$ cat config.mk
export PLATFORM = sky130hd
export DESIGN_NAME = branch_resolve_unit
export DESIGN_NICKNAME = d
export VERILOG_FILES = /design/src/rtl/rv_branch_pkg.sv /design/src/rtl/branch_resolve_unit_cond.sv /design/src/rtl/branch_resolve_unit.sv
export SDC_FILE = /design/constraint.sdc
export NUM_CORES = 1
export LEC_CHECK = 0
export CORE_ASPECT_RATIO = 0.5
export CORE_MARGIN = 4
export CORE_UTILIZATION = 40
export CTS_CLUSTER_SIZE = 16
export DETAILED_ROUTE_END_ITERATION = 7
export PLACE_DENSITY_LB_ADDON = 0.05
export SLEW_MARGIN = 20
export SYNTH_ARGS = -nofsm -noshare
export SYNTH_HDL_FRONTEND = slang
export SYNTH_SLANG_ARGS = --single-unit
export TNS_END_PERCENT = 30
$ cat constraint.sdc
create_clock -name CLK -period 2.3 [get_ports CLK]
set_input_delay 0.23 -clock CLK [delete_from_list [all_inputs] [get_ports CLK]]
set_output_delay 0.23 -clock CLK [all_outputs]
set_load 0.01 [all_outputs]
$ cat src/rtl/rv_branch_pkg.sv
// Shared branch-resolution definitions: funct3 encodings, jump flag position,
// and instruction size used for the fall-through address.
package rv_branch_pkg;

  typedef enum logic [2:0] {
    F3_BEQ  = 3'b000,
    F3_BNE  = 3'b001,
    F3_BLT  = 3'b100,
    F3_BGE  = 3'b101,
    F3_BLTU = 3'b110,
    F3_BGEU = 3'b111
  } br_funct3_e;

  localparam int unsigned BR_JUMP_BIT = 3;
  localparam int unsigned INSN_BYTES  = 4;

endpackage

$ cat src/rtl/branch_resolve_unit_cond.sv
// Combinational branch condition evaluator; shared with future early-resolve logic.
module branch_cond
  import rv_branch_pkg::*;
#(
  parameter int unsigned XLEN = 32
) (
  input  logic [XLEN-1:0] DATA1,
  input  logic [XLEN-1:0] DATA2,
  input  logic [3:0]      BR_TYPE,
  output logic            taken,
  output logic            illegal
);

  always_comb begin
    taken   = 1'b0;
    illegal = 1'b0;
    if (BR_TYPE[BR_JUMP_BIT]) begin
      taken = 1'b1;
    end else begin
      case (BR_TYPE[2:0])
        F3_BEQ:  taken = (DATA1 == DATA2);
        F3_BNE:  taken = (DATA1 != DATA2);
        F3_BLT:  taken = ($signed(DATA1) <  $signed(DATA2));
        F3_BGE:  taken = ($signed(DATA1) >= $signed(DATA2));
        F3_BLTU: taken = (DATA1 <  DATA2);
        F3_BGEU: taken = (DATA1 >= DATA2);
        default: illegal = 1'b1;
      endcase
    end
  end

endmodule

$ cat src/rtl/branch_resolve_unit.sv
// EX/MEM branch resolution: registered outcome, mispredict redirect,
// fixed-length flush window and saturating branch statistics.
module branch_resolve_unit
  import rv_branch_pkg::*;
#(
  parameter int unsigned XLEN         = 32,
  parameter int unsigned FLUSH_CYCLES = 2,
  parameter int unsigned CNT_W        = 16
) (
  input  logic             CLK,
  input  logic             RESET,
  input  logic             STALL,
  input  logic             BR_VALID,
  input  logic [3:0]       BR_TYPE,
  input  logic             JALR_SEL,
  input  logic [XLEN-1:0]  DATA1,
  input  logic [XLEN-1:0]  DATA2,
  input  logic [XLEN-1:0]  PC,
  input  logic [XLEN-1:0]  IMM,
  input  logic             PRED_TAKEN,
  input  logic [XLEN-1:0]  PRED_TARGET,
  input  logic             CNT_CLR,
  output logic             RES_VALID,
  output logic             BR_TAKEN,
  output logic             MISPREDICT,
  output logic             ILLEGAL_BR,
  output logic [XLEN-1:0]  REDIRECT_PC,
  output logic             FLUSH,
  output logic [CNT_W-1:0] BRANCH_COUNT,
  output logic [CNT_W-1:0] MISPRED_COUNT
);

  localparam int unsigned FC_W = $clog2(FLUSH_CYCLES + 1);
  localparam logic [FC_W-1:0] FC_LOAD = FC_W'(FLUSH_CYCLES);

  logic            cond_taken, cond_illegal;
  logic [XLEN-1:0] target, fall_through, base;
  logic            mispred_c, capture;

  logic            res_valid_q, res_valid_d;
  logic            br_taken_q, br_taken_d;
  logic            mispredict_q, mispredict_d;
  logic            illegal_q, illegal_d;
  logic [XLEN-1:0] redirect_q, redirect_d;
  logic [FC_W-1:0] flush_cnt_q, flush_cnt_d;
  logic [CNT_W-1:0] br_cnt_q, br_cnt_d;
  logic [CNT_W-1:0] mp_cnt_q, mp_cnt_d;

  branch_cond #(.XLEN(XLEN)) u_cond (
    .DATA1   (DATA1),
    .DATA2   (DATA2),
    .BR_TYPE (BR_TYPE),
    .taken   (cond_taken),
    .illegal (cond_illegal)
  );

  always_comb begin
    base         = JALR_SEL ? DATA1 : PC;
    target       = base + IMM;
    if (JALR_SEL) target[0] = 1'b0;
    fall_through = PC + XLEN'(INSN_BYTES);
    mispred_c    = (cond_taken != PRED_TAKEN) ||
                   (cond_taken && PRED_TAKEN && (target != PRED_TARGET));
    // Instructions arriving inside the flush window are already squashed.
    capture      = BR_VALID && !STALL && (flush_cnt_q == '0);
  end

  always_comb begin
    res_valid_d  = capture;
    mispredict_d = capture && mispred_c;
    illegal_d    = capture && cond_illegal;
    br_taken_d   = br_taken_q;
    redirect_d   = redirect_q;
    if (capture) begin
      br_taken_d = cond_taken;
      redirect_d = cond_taken ? target : fall_through;
    end

    flush_cnt_d = flush_cnt_q;
    if (capture && mispred_c)    flush_cnt_d = FC_LOAD;
    else if (flush_cnt_q != '0)  flush_cnt_d = flush_cnt_q - 1'b1;

    br_cnt_d = br_cnt_q;
    mp_cnt_d = mp_cnt_q;
    if (CNT_CLR) begin
      br_cnt_d = '0;
      mp_cnt_d = '0;
    end else if (capture) begin
      if (br_cnt_q != '1)             br_cnt_d = br_cnt_q + 1'b1;
      if (mispred_c && mp_cnt_q != '1) mp_cnt_d = mp_cnt_q + 1'b1;
    end
  end

  always_ff @(posedge CLK or posedge RESET) begin
    if (RESET) begin
      res_valid_q  <= 1'b0;
      br_taken_q   <= 1'b0;
      mispredict_q <= 1'b0;
      illegal_q    <= 1'b0;
      redirect_q   <= '0;
      flush_cnt_q  <= '0;
      br_cnt_q     <= '0;
      mp_cnt_q     <= '0;
    end else begin
      res_valid_q  <= res_valid_d;
      br_taken_q   <= br_taken_d;
      mispredict_q <= mispredict_d;
      illegal_q    <= illegal_d;
      redirect_q   <= redirect_d;
      flush_cnt_q  <= flush_cnt_d;
      br_cnt_q     <= br_cnt_d;
      mp_cnt_q     <= mp_cnt_d;
    end
  end

  assign RES_VALID     = res_valid_q;
  assign BR_TAKEN      = br_taken_q;
  assign MISPREDICT    = mispredict_q;
  assign ILLEGAL_BR    = illegal_q;
  assign REDIRECT_PC   = redirect_q;
  assign FLUSH         = (flush_cnt_q != '0);
  assign BRANCH_COUNT  = br_cnt_q;
  assign MISPRED_COUNT = mp_cnt_q;

endmodule
## Word level (Yosys, flattened, before mapping)

Index checks and enable logic that the tools add are counted.

- Input port bits: 171
- Output and inout bits: 69
- Word-level logic and storage cells: 62
- Register bits after elaboration: 70

- Equal/unequal tests: 11
- Order comparisons: 4
- Reductions and logical operators: 19
- Multiplexer cells: 15
- Add/sub/neg operators: 5

Operator list:

| cell | count |
|---|---|
| $mux 16 | 6 |
| $ge 32x32->1 | 2 |
| $lt 32x32->1 | 2 |
| $mux 32 | 2 |
| $ne 32x32->1 | 2 |
| $add 16x1->16 const B | 2 |
| $add 32x3->32 const B | 1 |
| $add 32x32->32 | 1 |
| $eq 32x32->1 | 1 |
| $ne 16x16->1 const B | 2 |
| $eq 3x3->1 const B | 4 |
| $reduce_bool 2->1 | 5 |
| $logic_and 1x1->1 | 7 |
| $pmux 1 s6 | 1 |
| $reduce_or 6->1 | 1 |
| $mux 1 | 4 |
| $mux 2 | 2 |
| $reduce_and 2->1 | 2 |
| $eq 3x1->1 const B | 1 |
| $logic_not 3->1 | 1 |
| $logic_not 2->1 | 1 |
| $sub 2x1->2 const B | 1 |
| $logic_not 1->1 | 1 |
| $logic_or 1x1->1 | 1 |
| $ne 1x1->1 | 1 |

## Depth between registers and ports, before layout

- Depth in word-level cells: 10
- Mapped depth: 22
- Gate-level depth less buffers: 20

## Hierarchy

A second synthesis with hierarchy kept.

- Cells, all modules: 990
- Area, all modules: 7766.2 um2

Modules (own cells, without submodules):

| module | cells each | instances | area each (um2) |
|---|---|---|---|
| branch_resolve_unit | 854 | 1 | 6826.5 |
| branch_cond | 136 | 1 | 939.7 |

## Least setup slack after synthesis

OpenSTA, ideal clock, no wires.

- Path kind: input to register
- From: input JALR_SEL
- To: register mp_cnt_q[7], in the netlist MISPRED_COUNT[7]
- Stages: 17
- Setup time: 125 ps
- Arrival time: 4621 ps
- Path buffers: 4
- Setup slack: -2446 ps
- Required time: 2175 ps
- Path through: clkbuf_1 -> buf_1 -> mux2_2 -> ha_1 -> and2_1 -> a221o_1 -> o2111a_1 -> o211a_1 -> or3_1 -> buf_2 -> mux2_4 -> a2111oi_2 -> nand4_1 -> and4b_2 -> buf_6 -> nor3_1 -> mux2_4

- Longest elaborated chain between the ends: 9

Ends and longest elaborated chain:

| what | line | source |
|---|---|---|
| start: declaration | branch_resolve_unit.sv:15 | `input logic JALR_SEL,` |
| $mux 32 | branch_resolve_unit.sv:58 | `base = JALR_SEL ? DATA1 : PC;` |
| $add 32x32->32 | branch_resolve_unit.sv:59 | `target = base + IMM;` |
| $mux 1 | branch_resolve_unit.sv:60 | `if (JALR_SEL) target[0] = 1'b0;` |
| $ne 32x32->1 (*) | branch_resolve_unit.sv:63 | `(cond_taken && PRED_TAKEN && (target != PRED_TARGET));` |
| $logic_and 1x1->1 (*) | branch_resolve_unit.sv:63 |  |
| $logic_or 1x1->1 (*) | branch_resolve_unit.sv:62 | `mispred_c = (cond_taken != PRED_TAKEN) \|\|` |
| $logic_and 1x1->1 (*) | branch_resolve_unit.sv:90 | `if (mispred_c && mp_cnt_q != '1) mp_cnt_d = mp_cnt_q + 1'b1;` |
| $reduce_bool 2->1 (no line) (*) | n/a |  |
| $reduce_and 2->1 (no line) (*) | n/a |  |
| end signal: assignment | branch_resolve_unit.sv:112 | `mp_cnt_q <= mp_cnt_d;` |
| end: declaration | branch_resolve_unit.sv:47 | `logic [CNT_W-1:0] mp_cnt_q, mp_cnt_d;` |

Mark *: on every way between the ends. The rest lies on a longest branch, timed or not.
A chain may end at the register's enable or synchronous reset.

## Worst setup path after layout

- From: input DATA1[17]
- To: register mp_cnt_q[8], in the netlist MISPRED_COUNT[8]

- Longest elaborated chain between the ends: 9
- Elaborated cells on any way between the ends: 18
- Those cells by class: add/sub: 1; order compare: 4; eq/ne: 4; mux: 3; reduce/logical: 6

Ends and longest elaborated chain:

| what | line | source |
|---|---|---|
| start: declaration | branch_resolve_unit.sv:16 | `input logic [XLEN-1:0] DATA1,` |
| $ge 32x32->1 (tied with other cells) | branch_resolve_unit_cond.sv:26 | `F3_BGEU: taken = (DATA1 >= DATA2);` |
| $pmux 1 s6 (*) | branch_resolve_unit_cond.sv:20 | `case (BR_TYPE[2:0])` |
| $mux 1 (*) | branch_resolve_unit_cond.sv:17 | `if (BR_TYPE[BR_JUMP_BIT]) begin` |
| via cond_taken | branch_resolve_unit.sv:36 | `logic cond_taken, cond_illegal;` |
| $logic_and 1x1->1 (2 in series) | branch_resolve_unit.sv:63 |  |
| $logic_or 1x1->1 (*) | branch_resolve_unit.sv:62 |  |
| $logic_and 1x1->1 (*) | branch_resolve_unit.sv:90 |  |
| $reduce_bool 2->1 (no line) (*) | n/a |  |
| $reduce_and 2->1 (no line) (*) | n/a |  |

The timed path passes the listed nets; every way through them passes the cells marked *.

==> results.toml <==
[clock_network]
tritoncts = "done"
path_clk_slew_ns = 0.06
cts_sinks = 70
clock-root-buffer = "clkbuf_16"
hold_buffers = 0
cts_buffer_depth = 2
clock_latency_ns = 0.33
htree_levels = 3
cts_buffers = 9

[floorplan]
die_y_microns = 107
row_count = 36
num_io_pins = 240
core-area_sq_um = 19400
die_w_microns = 207
initial_core_util_pct = 40.7
dieArea_sq_um = 22200

[yosys]
synth_top_area_share_pct = 22.2
synthDistinctLibCells = 68
syn_area_sq_um = 7900
synth_area_leaders = "dfrtp_1 22%, ha_1 11%, xnor2_1 6.0%"
synth.avg_cell_area_sq_um = 7.86
syn_inst = 1005
ys_warn_count = 0
synth_fp_nets = 1245
synth_edf_count = 0
synthArstFlopShare_pct = 100
synth_seq_area_share_pct = 22.2
ys_ff_latch = 70
synth-main-ff-cell = "dfrtp_1"
yosysTopAreaCell = "dfrtp_1"

[route]
drtAntennaViolNets = 0
avgViaCountPerCell = 5.49
drt_pre_antenna_iters = 5
drt-total-wl_microns = 34300
post_drt_wl_per_cell_microns = 19.3
drcViolationCount = 0
vias = 9784
drt_iter0_markers = 690

[setup_path]
crit_fanout = 7
critPathRequiredTime_ns = 2.51
crit_path_start_kind = "input pin"
path_cells = "buf_8, ha_4, nand4_1, nor4_4, buf_4, nand4_1, xor2_1, nor2_1, o22ai_1, a21oi_2, a31oi_4, inv_2, ha_4, nor4_4, o311ai_2, a211oi_2, nor4bb_1, nand4_1, buf_4, and4b_4, buf_6, or4_4, a21oi_2"
critPathMaxStageDelay_ns = 0.39
arrival_ns = 4.66
cp_slowest_cell = "and4b_4"
endpoint_kind = "flop"
setup.worst_path.class = "input pin to flop"
cpMostUsedCell = "nand4_1"

[global_routing]
grt_pass1_wl_microns = 52100
grt_use_total_pct = 30.2
grt_max_degree = 71
grt_pass1_vias = 9701
antenna_found_initial = 1
overflow = 0

[finish]
fillers = 1556
post-route-util_pct = 70.8
final_common_cell = "buf_4"
final_cell_mix = "294 x buf_4, 194 x clkdlybuf4s50_1, 82 x nand2_1, 77 x nor2_1, 72 x a21oi_1"
drive_above_1_share_pct = 34.3
n_antenna_cell = 0
final_nets = 1752
syn_to_final_growth_pct = 73.8

[outcome]
status = "finished with violations"
violations = "setup timing"

[placement]
place.port_buffers = 239
place.gp.congestion = 0.970
hpwl_microns = 28000

[sta]
setup_tns_ns = -58.87
slew_headroom_pct = 65.1
finalHoldViolations = 0
drv_slew = 0
period_needed_ns = 4.45
setup_slack_ns = -2.15
max_freq_mhz = 225
min_period_over_period_pct = 193
setup_viol = 52
finClkSkew_ns = 0.00700
tightestPinTransition_ns = 0.520
rsz0062_at_grt = "yes"

[hold_path]
hp-class = "input pin to async pin"

[run]
cap_violations = 0

[pwr]
leakagePower_nw = 6.07
p_per_area_nw_per_um2 = 548
ir_drop_mv = 0.436
[registers in the layout (all words and copies together), names as in the netlist]
name,flops
REDIRECT_PC,32
flush_cnt_q,2
BRANCH_COUNT,16
BR_TAKEN,1
ILLEGAL_BR,1
RES_VALID,1
MISPREDICT,1
MISPRED_COUNT,16
[critical path: cells and delay by family]
kind / cells / cell delay, ns
xor+xnor: 1 / 0.21
fa+ha+maj: 2 / 0.50
simple gates: 9 / 2.10
buf+inv: 5 / 0.68
compound gates: 6 / 0.93
[stage by stage]
stage	std cells	power, W	cell area [sq um]	hold slack (ns)	setup slack, ns
floorplan	1005	0.00349	8040	0.301	-1.81
global placement	1758	0.00577	12800	0.460	-3.21
detailed placement	1758	0.00583	12800	0.462	-3.31
CTS	1783	0.00742	13500	0.302	-2.14
global route	1783	0.00793	13700	0.320	-2.42
finish	1783	0.00753	13700	0.285	-2.15
[layout make-up]
type                            instances  area (sq um)  share of cell area [%]
Multi-Input combinational cell        833          6530                    47.5
Timing Repair Buffer                  542          4620                    33.6
Sequential cell                        70          1750                    12.8
Tap cell                              266           333                    2.42
Clock buffer                           10           229                    1.67
Inverter                               56           210                    1.53
Clock inverter                          6          71.3                   0.519
[cells in the mapped netlist (all sizes together) (36+ instances only)]
cell type and n:
dfrtp 70, nor2 86, xor2 40, xnor2 54, clkbuf 38, ha 68, inv 56, a21oi 85
nand3 36, o21ai 62, nand2 83
[cells by family after synthesis]
kind of cell / share of synthesized area [%]
AND/OR/NAND/NOR: 23.2
AO/OA/AOI/OAI: 21.2
buffers and inverters: 5.14
XOR/XNOR: 11.0
flip-flops: 22.2
adder cells (fa/ha/maj): 11.0
multiplexers: 6.30
[report_power, final]
part / internal (W) / switching [W] / leakage (nW)
registers: 0.00154 / 0.000180 / 0.905
clock network: 0.000847 / 0.000554 / 0.139
logic: 0.00231 / 0.00210 / 5.03
total: 0.00469 / 0.00284 / 6.07
[path summary, 6_finish.rpt]
kind,startpoint,to,slack [ns],cells after the start
worst max-delay path,DATA1[17],MISPRED_COUNT[8],-2.15,23
worst min-delay path,RESET,BRANCH_COUNT[8],0.28,3
worst max register to register,MISPRED_COUNT[7],MISPRED_COUNT[5],-0.20,9
worst min register to register,REDIRECT_PC[9],REDIRECT_PC[9],0.47,2
max in group asynchronous,RESET,REDIRECT_PC[22],1.69,3
min in group CLK,REDIRECT_PC[9],REDIRECT_PC[9],0.47,2
[routing by layer]
| layer | GRT usage [%] | wire [microns] | vias up |
|---|---|---|---|
| met5 | 0 | 14 | - |
| met1 | 42.1 | 15600 | 4718 |
| met2 | 48.4 | 15500 | 343 |
| met3 | 6.26 | 2640 | 44 |
| li1 | - | - | 4677 |
| met4 | 6.36 | 627 | 2 |
[timing repair]
item	CTS	global route
resized for setup	247	49
setup endpoints to repair	58	63
setup buffers	8	0
gates cloned	1	0
pin swaps	52	20
(Power assumes the default switching activity.)
